$ cat src/rtl/layer2_classifier.sv
// Layer-2 classifier: packed activations from SDRAM, weights from BRAM, argmax out.
// Optional LAYER2_WRITE_SCORE_EN also writes the winning score to RES_ADDR+1.
module layer2_classifier #(
  parameter int N_IN     = 200,
  parameter int N_OUT    = 10,
  parameter int ACT_BASE = 57000,
  parameter int RES_ADDR = 57100,
  parameter int W_BASE   = 0
) (
  input  logic        clk,
  input  logic        reset,
  input  logic        ready,
  output logic        done,
  input  logic        waitrequest,
  input  logic        readdatavalid,
  input  logic [15:0] readdata,
  output logic        read_n,
  output logic        write_n,
  output logic        chipselect,
  output logic [1:0]  byteenable,
  output logic [31:0] address,
  output logic [15:0] writedata,
  output logic [16:0] w_adr,
  output logic        w_cs,
  input  logic [7:0]  w_q,
  output logic [3:0]  class_out,
  output logic [3:0]  state
);

  localparam int NW = (N_IN + 15) / 16;
  localparam int AW = NW * 16;
  localparam logic [3:0]  NW_C   = 4'(NW);
  localparam logic [3:0]  LAST   = 4'(N_OUT - 1);
  localparam logic [7:0]  NIN_C  = 8'(N_IN);
  localparam logic [16:0] STRIDE = 17'(N_IN + 1);
  localparam logic [16:0] WB     = 17'(W_BASE);

  typedef enum logic [3:0] {
    S_IDLE  = 4'd0,
    S_FETCH = 4'd1,
    S_BIAS  = 4'd2,
    S_ACCUM = 4'd3,
    S_CMP   = 4'd4,
    S_WRITE = 4'd5,
    S_DONE  = 4'd6
  } st_t;

  st_t st, st_nx;

  logic [3:0]  sent, rcv, node, best;
  logic [7:0]  cnt;
  logic [7:0]  ai;
  logic [AW-1:0] act;
  logic [16:0] nbase;
  logic signed [15:0] acc, max_q;
  logic signed [15:0] wext;
  logic        rd_go;
`ifdef LAYER2_WRITE_SCORE_EN
  logic        wsel;
`endif

  assign chipselect = 1'b1;
  assign byteenable = 2'b11;
  assign w_cs       = 1'b1;
  assign state      = st;
  assign done       = (st == S_DONE);
  assign wext       = {{8{w_q[7]}}, w_q};
  assign ai         = cnt - 8'd1;
  assign rd_go      = (st == S_FETCH) && (sent < NW_C);

  // state register
  always_ff @(posedge clk) begin
    if (reset) st <= S_IDLE;
    else       st <= st_nx;
  end

  // next state and combinational bus/BRAM strobes
  always_comb begin
    st_nx     = st;
    read_n    = 1'b1;
    write_n   = 1'b1;
    address   = 32'd0;
    writedata = 16'd0;
    w_adr     = nbase;
    case (st)
      S_IDLE: if (ready) st_nx = S_FETCH;
      S_FETCH: begin
        if (rd_go) begin
          read_n  = 1'b0;
          address = 32'(ACT_BASE) + 32'(sent);
        end
        if (rcv == NW_C) st_nx = S_BIAS;
      end
      S_BIAS: if (cnt == 8'd1) st_nx = S_ACCUM;
      S_ACCUM: begin
        w_adr = nbase + 17'(cnt) + 17'd1;
        if (cnt == NIN_C) st_nx = S_CMP;
      end
      S_CMP: st_nx = (node == LAST) ? S_WRITE : S_BIAS;
      S_WRITE: begin
        write_n = 1'b0;
`ifdef LAYER2_WRITE_SCORE_EN
        address   = wsel ? 32'(RES_ADDR + 1) : 32'(RES_ADDR);
        writedata = wsel ? max_q : {12'b0, best};
        if (!waitrequest && wsel) st_nx = S_DONE;
`else
        address   = 32'(RES_ADDR);
        writedata = {12'b0, best};
        if (!waitrequest) st_nx = S_DONE;
`endif
      end
      S_DONE: if (!ready) st_nx = S_IDLE;
      default: st_nx = S_IDLE;
    endcase
  end

  // counters, activation capture, accumulate and argmax
  always_ff @(posedge clk) begin
    if (reset) begin
      sent      <= '0;
      rcv       <= '0;
      node      <= '0;
      best      <= '0;
      cnt       <= '0;
      act       <= '0;
      nbase     <= WB;
      acc       <= '0;
      max_q     <= '0;
      class_out <= '0;
`ifdef LAYER2_WRITE_SCORE_EN
      wsel      <= 1'b0;
`endif
    end else begin
      case (st)
        S_IDLE: begin
          sent  <= '0;
          rcv   <= '0;
          node  <= '0;
          cnt   <= '0;
          nbase <= WB;
          acc   <= '0;
          max_q <= '0;
`ifdef LAYER2_WRITE_SCORE_EN
          wsel  <= 1'b0;
`endif
        end
        S_FETCH: begin
          if (rd_go && !waitrequest) sent <= sent + 4'd1;
          if (readdatavalid && rcv < NW_C) begin
            act[{rcv, 4'b0} +: 16] <= readdata;
            rcv <= rcv + 4'd1;
          end
        end
        S_BIAS: begin
          if (cnt == 8'd1) begin
            acc <= wext;
            cnt <= '0;
          end else begin
            cnt <= cnt + 8'd1;
          end
        end
        S_ACCUM: begin
          if (cnt != 8'd0 && act[ai]) acc <= acc + wext;
          cnt <= (cnt == NIN_C) ? 8'd0 : cnt + 8'd1;
        end
        S_CMP: begin
          if (node == 4'd0 || acc > max_q) begin
            max_q <= acc;
            best  <= node;
          end
          if (node != LAST) begin
            node  <= node + 4'd1;
            nbase <= nbase + STRIDE;
          end
        end
        S_WRITE: begin
          if (!waitrequest) begin
            class_out <= best;
`ifdef LAYER2_WRITE_SCORE_EN
            wsel <= 1'b1;
`endif
          end
        end
        default: ;
      endcase
    end
  end

endmodule

$ cat config.mk
export PLATFORM = sky130hd
export DESIGN_NAME = layer2_classifier
export DESIGN_NICKNAME = d
export VERILOG_FILES = /design/src/rtl/layer2_classifier.sv
export SDC_FILE = /design/constraint.sdc
export NUM_CORES = 1
export LEC_CHECK = 0
export ABC_AREA = 1
export CAP_MARGIN = 40
export CORE_MARGIN = 5
export CORE_UTILIZATION = 50
export CTS_CLUSTER_DIAMETER = 120
export DETAILED_ROUTE_END_ITERATION = 8
export PLACE_DENSITY = 0.73
export SKIP_CTS_REPAIR_TIMING = 1
export SYNTH_ARGS = -nofsm -noshare
export SYNTH_HDL_FRONTEND = slang
export SYNTH_SLANG_ARGS = --single-unit
export TNS_END_PERCENT = 30
$ cat constraint.sdc
create_clock -name clk -period 3.5 [get_ports clk]
set_input_delay 1.05 -clock clk [delete_from_list [all_inputs] [get_ports clk]]
set_output_delay 1.05 -clock clk [all_outputs]
set_load 0.01 [all_outputs]
======== After elaboration in Yosys (flattened, before gate mapping) ========
Index checks and enable logic that the tools add are counted.
cells by class
  divide/modulo/power cells ............... 0
  bitwise logic cells ..................... 1
  $add $sub $neg .......................... 11
  multiply operators ...................... 0
  equality and inequality tests ........... 22
  order comparisons ....................... 4
  muxes and demuxes ....................... 34
  reduce and logical (&&, ||, !) cells .... 21
  shift-type cells ........................ 2
operators by type and width
  cell                                                     number
  bitwise mux 208 bit                                      1
  variable shift 16 x 10 -> 208 bit, first input constant  1
  variable part select 16 x 10 -> 208 bit                  1
  one-hot mux 17 bit (2 select lines)                      2
  2-to-1 mux 17 bit                                        3
  2-to-1 mux 16 bit                                        3
  one-hot mux 16 bit (3 select lines)                      1
  2-to-1 mux 4 bit                                         10
  one-hot mux 16 bit (2 select lines)                      1
  one-hot mux 4 bit (7 select lines)                       1
  one-hot mux 4 bit (2 select lines)                       3
  one-hot mux 8 bit (3 select lines)                       1
  adder 16 x 4 -> 17 bit, first input constant             1
  adder 17 x 1 -> 17 bit, second input constant            1
  adder 17 x 8 -> 17 bit                                   1
  adder 17 x 8 -> 17 bit, second input constant            1
  adder 16 x 8 -> 16 bit                                   1
  greater-than comparator 16 bit                           1
  2-to-1 mux 8 bit                                         2
  != test 2 bit, second input constant                     8
  AND reduction 2 bit                                      7
  adder 4 x 1 -> 4 bit, second input constant              3
  equality test 4 x 3 -> 1 bit, second input constant      3
  negator 8 -> 10 bit                                      1
  other kinds (24)                                         37
word-level totals
  bits of input ports ..................... 29
  bits in read-only memories .............. 0
  memory bits (writable) .................. 0
  bits in registers ....................... 289
  memories ................................ 0
  logic and storage cells ................. 106
  latch bits .............................. 0

======== Depth between registers and ports, before layout ========
Gate-level depths: netlist of the first run.
  depth in word-level cells ............... 6
  mapped depth ............................ 22

======== Worst setup path after synthesis of the first run ========
OpenSTA, ideal clock, no wires.
  path kind ............................... register to output
  start ................................... reg cnt[0]
  end ..................................... out w_adr[14]
  setup slack ............................. 0.130 ns
  cell stages (with the launch flop) ...... 18
  arrival ................................. 2.320 ns
  cells stage by stage .................... dfxtp_1 -> inv_2 -> buf_4 -> buf_2 -> ha_1 -> inv_1 -> fa_1 -> a31oi_1 -> o21ai_0 -> nand2_1 -> nand2_1 -> nand2_1 -> nand2_1 -> nand2_1 -> inv_1 -> nand2_1 -> nor2_1 -> xor2_1
on the way
  cells in the longest elaborated chain, start to end .. 3
RTL lines
  what                    line  RTL
  from (decl)             51    logic [7:0] cnt;
  from (signal assigned)  159   cnt <= cnt + 8'd1;
  from (signal assigned)  164   cnt <= (cnt == NIN_C) ? 8'd0 : cnt + 8'd1;
  adder 17 x 8 -> 17 bit  96    w_adr = nbase + 17'(cnt) + 17'd1;
  adder 17 x 1 -> 17 bit  96
  2-to-1 mux 17 bit       85    case (st)
  to (decl)               23    output logic [16:0] w_adr,
Every way passes these cells.

======== Worst setup path in the final report of the first run ========
  start ................................... reg st[1], in the netlist state[1]
  end ..................................... out w_adr[1]
on the way
  cells in the longest elaborated chain, start to end .. 2
RTL lines
  what                          line  RTL
  from (decl)                   48    st_t st, st_nx;
  from (signal assigned)        74    else st <= st_nx;
  equality test 4 x 2 -> 1 bit  85
  2-to-1 mux 17 bit             85
Every way passes these cells.

==> results.cfg, run 1 <==
[place]
portBuffers = 73
placed_area_mm2 = 0.0163
dpl.hpwl_um = 29300
post-place-ws_ns = -0.165
place_congestion = 0.896

[run_status]
status = complete, but fails checks
violations = negative setup slack

[finish]
nFillCells = 2681
final_nets = 2326
syn_to_final_growth_pct = 16.1
fin_util = 0.591
layout_commonest_cell = nand2_1
final_cell_mix = nand2_1 (355), dfxtp_1 (282), nand3_1 (269)
drive_above_1_share = 0.0926
design_area_mm2 = 0.0176
antenna_cells = 0

[setup_path]
critPathBufInv = 4
path_delay_family = buffers and inverters
rr_worst_depth = 12
cp.depth = 8
reg2reg_setup_slack_ns = 0.25
cp-startpoint = state[1]$_SDFFE_PP0P_
cp-endpoint = w_adr[1]
max_stage_delay_ns = 0.58
cp.arrival_ns = 2.54
end_kind = output port
crit_fanout = 14
worstReg2RegEnd = state[1]$_SDFFE_PP0P_
path_cells = inv_1 > nor2_4 > inv_1 > nor2_4 > buf_4 > nand2_1 > o21ai_0 > clkdlybuf4s50_1
critPathLaunchType = flop
path_class = reg2out
cp.required_ns = 2.45
crit_slowest_cell = clkdlybuf4s50_1
r2r_start = cnt[0]$_SDFFE_PP0N_

[run]
drv_cap = 0

[floorplanning]
core_mm2 = 0.0298
start_util = 0.509
row_count = 63
die_area_mm2 = 0.0339
io_pins = 109
die_y_um = 184
die-width_um = 184

[global_route]
grt_pass1_wl_um = 71600
grt_max_degree = 73
grt_pass1_vias = 14101
antenna_found_initial = 1
track_usage = 0.254
gr-total-overflow = 0

[synthesis]
synth_top_family_by_area = simple AND/OR/NAND/NOR gates
synth.area.mux_share = 0
synth_xor_area_frac = 0.0121
yosys.cell_types.count = 47
synth_edf_count = 0
ys_ff_latch = 288
synth_compound_area_frac = 0.193
syn_inst = 2192
postSynthAreaPerCell_um2 = 6.92
synth.cell_area_mm2 = 0.0152
yosys_most_used_dff = dfxtp_1
yosys_warnings = 0
ys_seq_area_frac = 0.380
postSynth.asyncResetShare = 0
synth_adder_area_share = 0.0447
yosys.area_share.simple = 0.265

[clocking]
clock_latency_ns = 0.52
clkSinkCount = 288
cts_root_buf = clkbuf_16
cts.clk_slew.worst_paths_ns = 0.06
cts_tree = done
clock_path_buffers = 3
cts_buffers = 34
h-tree-depth = 2

[sta]
grt_setup_unrepaired = yes
setup_viol = 10
setup_slack_ns = -0.0890
fin_skew_ns = 0.0212
min_period_over_period = 1.03
finalHoldViolCount = 0
fin_hold_ws_ns = 0.451
slew_violations = 0
max_freq_mhz = 279
worst_slew_pin_slew_ns = 0.703
slew-limit-headroom = 0.530
fin_setup_tns_ns = -0.523
fin_crit_ns = 3.59

[power]
power.leakage_uw = 0.00722
powerDensity_mw_per_mm2 = 709
peakVddDrop_mv = 0.390

[worst_hold_path]
hold_path_class = reg2reg

[routing]
antenna_left = 0
wirelength_um = 44700
num_vias = 15146
wire_per_inst_um = 16.8
firstDrtPassIters = 8
drc_errors = 0
initialDrtViolationCount = 1553
via_per_inst = 5.70
[per-stage QoR]
| stage | cells | total power, µW |
|---|---|---|
| 3_3_place_gp | 2591 | 8790 |
| 6_report | 2657 | 12500 |
| 4_1_cts | 2651 | 12400 |
| 2_1_floorplan | 2225 | 7300 |
| 5_1_grt | 2657 | 13200 |
| 3_5_place_dp | 2592 | 8880 |
[cell usage after synthesis, types with 3 or more instances]
library cell	instances	share of area
buf_2	36	0.012
xor2_1	18	0.010
buf_4	48	0.024
o22ai_1	3	0.0012
nand3_1	272	0.090
a211oi_1	14	0.0069
dfxtp_1	288	0.38
nor2_2	3	0.0012
a31oi_1	4	0.0017
o21a_1	3	0.0015
or2_2	6	0.0025
o31ai_1	5	0.0025
buf_1	3	0.00074
nand4_1	12	0.0050
o211ai_1	3	0.0015
nor4_1	5	0.0021
o21ai_0	260	0.086
nand2_4	3	0.0022
nand2_2	4	0.0017
nand2_1	359	0.089
ha_1	51	0.042
nand3b_1	8	0.0040
a21o_1	4	0.0020
nor2_1	177	0.044
inv_1	173	0.043
a21oi_1	245	0.081
clkinv_1	3	0.00074
clkbuf_1	83	0.021
nor3_1	63	0.021
inv_2	9	0.0022
o211a_1	4	0.0026
[where the power goes]
group          switching [µW]  total [µW]  leakage (µW)  internal [µW]
clock                    1380        3460      0.000534           2080
combinational            3520        5290       0.00436           1770
sequential                232        3730       0.00233           3500
total                    5130       12500       0.00722           7350
[kinds of logic after synthesis]
family          count (synthesis)
buf+inv                       357
xor+xnor                       20
fa+ha+maj                      53
compound gates                556
flops                         288
simple gates                  916
other cells                     2
[per-layer routing]
layer | GRT usage | up-vias | part of all wire
met5 | 0 | - | 0
met4 | 0.0911 | 0 | 0.030
met3 | 0.0456 | 102 | 0.089
met2 | 0.405 | 623 | 0.45
met1 | 0.347 | 7012 | 0.43
li1 | - | 7409 | -
[cell type report]
cell class | count | area (µm²) | share of cell area
timing repair buffer | 155 | 1430 | 0.0815
multi-input combinational | 1580 | 8110 | 0.461
clock buffer | 50 | 971 | 0.0552
inverter | 185 | 706 | 0.0401
clock inverter | 9 | 118 | 0.00668
sequential | 288 | 5780 | 0.328
tap | 390 | 488 | 0.0277
[tightest hold or removal path, delay by kind of cell (launching register included)]
| family | cells | cell delay, ns |
|---|---|---|
| compound gates | 1 | 0.06 |
| buf+inv | 1 | 0.05 |
| flops | 1 | 0.29 |
[worst min path at each step]
stage                                  to  cells after the start  slack (ns)                  start
finish               act[89]$_SDFFE_PP0P_                      2        0.45   act[89]$_SDFFE_PP0P_
global route        act[154]$_SDFFE_PP0P_                      2        0.48  act[154]$_SDFFE_PP0P_
CTS                  act[89]$_SDFFE_PP0P_                      2        0.45   act[89]$_SDFFE_PP0P_
detailed placement  act[147]$_SDFFE_PP0P_                      2        0.44  act[147]$_SDFFE_PP0P_
global placement    act[145]$_SDFFE_PP0P_                      2        0.43  act[145]$_SDFFE_PP0P_
floorplan           act[145]$_SDFFE_PP0P_                      2        0.42  act[145]$_SDFFE_PP0P_
[flip-flops by register name, indices dropped and copies added, names as in the netlist]
signal	flops
acc	16
act	208
best	4
class_out	4
cnt	8
max_q	16
nbase	17
node	4
rcv	4
sent	4
state	3
No activity file was read; power rests on OpenSTA's default activity.
==> run 2, diff against run 1 <==
--- a/config.mk
+++ b/config.mk
@@ -10,6 +10,7 @@
 export CORE_MARGIN = 5
 export CORE_UTILIZATION = 50
 export CTS_CLUSTER_DIAMETER = 120
+export CTS_CLUSTER_SIZE = 30
 export DETAILED_ROUTE_END_ITERATION = 8
 export PLACE_DENSITY = 0.73
 export SKIP_CTS_REPAIR_TIMING = 1
==> run 2 against run 1 <==
The flow still finishes with violations (negative setup slack). Flip-flop and latch count is the same. Via count shrank 0.99%. Largest power group unchanged. Die area is the same. Global-route usage shrank 0.45 points. Cell count shrank 1.6%. Sequential power is essentially flat. Hold slack gained 0.0070 ns. Largest cell class unchanged. Register-to-register slack gained 0.09 ns. Maximum frequency grew 0.45%.
==> results.cfg, run 2 (synthesized netlist as in run 1, its figures left out) <==
[routing]
wirelength_um = 44200
antenna_left = 0
num_vias = 14996
drc_errors = 0
firstDrtPassIters = 7
wire_per_inst_um = 16.9
via_per_inst = 5.74
initialDrtViolationCount = 1687

[clocking]
cts.clk_slew.worst_paths_ns = 0.12
cts_tree = done
cts_root_buf = clkbuf_16
clock_latency_ns = 0.50
cts_buffers = 13
h-tree-depth = 1
clock_path_buffers = 3
clkSinkCount = 288

[run_status]
status = complete, but fails checks
violations = negative setup slack

[finish]
layout_commonest_cell = nand2_1
syn_to_final_growth_pct = 11.5
design_area_mm2 = 0.0169
final_cells = 2614
nFillCells = 2755
drive_above_1_share = 0.0805
fin_util = 0.567
largest_register_ffs = 208
seq_area_mm2 = 0.00578
final_cell_mix = nand2_1 (354), dfxtp_1 (281), nand3_1 (269)
multiInputGateArea_mm2 = 0.00812
antenna_cells = 0
final_nets = 2306
reg_top3 = act x208, nbase x17
regMostFlops = act

[setup_path]
cp.arrival_ns = 2.52
end_kind = output port
critPathBufInv = 4
path_class = reg2out
cp_common_cell = nand2_2
path_delay_family = simple AND/OR/NAND/NOR gates
max_stage_delay_ns = 0.37
reg2reg_setup_slack_ns = 0.34
critPathLaunchType = flop
crit_slowest_cell = dfxtp_2
cp.required_ns = 2.45
path_cells = inv_2 > ha_4 > inv_4 > buf_6 > nand3_2 > nand2_2 > a31oi_4 > nor2_2 > o21ai_1 > nand2_1 > nand2_2 > a21oi_4 > nand4_1 > xor2_1 > buf_2
crit_fanout = 4

[floorplanning]
die_y_um = 184
row_count = 63
core_mm2 = 0.0298
io_pins = 109
start_util = 0.509
die_area_mm2 = 0.0339
die-width_um = 184

[power]
power.total_uw = 10800
power.leakage_uw = 0.00693
powerDensity_mw_per_mm2 = 636
peakVddDrop_mv = 0.334

[global_route]
antenna_found_initial = 0
gr-total-overflow = 0
gr-max-usage-layer = met2
grt_pass1_wl_um = 70800
grt_pass1_vias = 13782
track_usage = 0.250
grt_max_degree = 73
grt_use_met3 = 0.0270
grt_use_met2 = 0.408
grt_util_met1 = 0.350

[sta]
finalHoldViolCount = 0
fin_crit_ns = 3.57
setup_viol = 6
max_freq_mhz = 280
min_period_over_period = 1.02
grt_setup_unrepaired = yes
setup_slack_ns = -0.0729
fin_setup_tns_ns = -0.304
slew-limit-headroom = 0.523
worst_slew_pin_slew_ns = 0.710
fin_skew_ns = 0.0237
slew_violations = 0

[run]
drv_cap = 0

[place]
placed_cells = 2592
portBuffers = 73
place_congestion = 0.896
placed_area_mm2 = 0.0163
dpl.hpwl_um = 29300

[worst_hold_path]
hold_path_class = reg2reg
## run 2: cell types whose count changed in the layout (fill, tap and decap cells not counted), moves of 2 or more
cell             previous run  this run
clkbuf_8                    6         0
clkdlybuf4s50_1            59        55
clkbuf_1                   10         1
clkbuf_16                  34        13
inv_6                       3         0
inv_2                      11        13
dlymetal6s2s_1              4         8
buf_8                       0         2
clkinv_2                    3         0
bufinv_16                   2         0
## run 2: worst paths after layout
kind                            cells past startpoint                     to                   from
worst max-delay path                               15              w_adr[15]  nbase[0]$_SDFFE_PP0P_
worst min-delay path                                2   act[89]$_SDFFE_PP0P_   act[89]$_SDFFE_PP0P_
worst min register to register                      2   act[89]$_SDFFE_PP0P_   act[89]$_SDFFE_PP0P_
worst max register to register                     12  state[1]$_SDFFE_PP0P_    cnt[0]$_SDFFE_PP0N_
## run 2: layout make-up
| cell class | count | area share |
|---|---|---|
| clock buffer | 14 | 0.0195 |
| clock inverter | 1 | 0.000963 |
| inverter | 185 | 0.0416 |
| multi-input combinational | 1580 | 0.480 |
| sequential | 288 | 0.342 |
| tap | 390 | 0.0289 |
| timing repair buffer | 156 | 0.0868 |
## run 2: metrics by stage
step	setup WS [ns]	hold WS (ns)
after floorplan	0.130	0.424
after global routing	-0.224	0.489
final	-0.0729	0.458
after global placement	-0.148	0.433
after CTS	-0.691	0.456
after detailed placement	-0.165	0.437
## run 2: power breakdown
| part | switching, µW | internal [µW] |
|---|---|---|
| Sequential | 228 | 3490 |
| Combinational | 3500 | 1770 |
| Clock | 1060 | 692 |
| Total | 4790 | 5960 |
## run 2: worst min-delay path, cell delays in order, from the launching register on
cell and delay, ns:
dfxtp_1 0.31, inv_1 0.05, a21oi_1 0.06
## run 2: routing by layer
layer,routed length (µm),part of all wire
met1,19700,0.45
met2,20000,0.45
met3,3160,0.071
met4,1310,0.030
met5,0,0
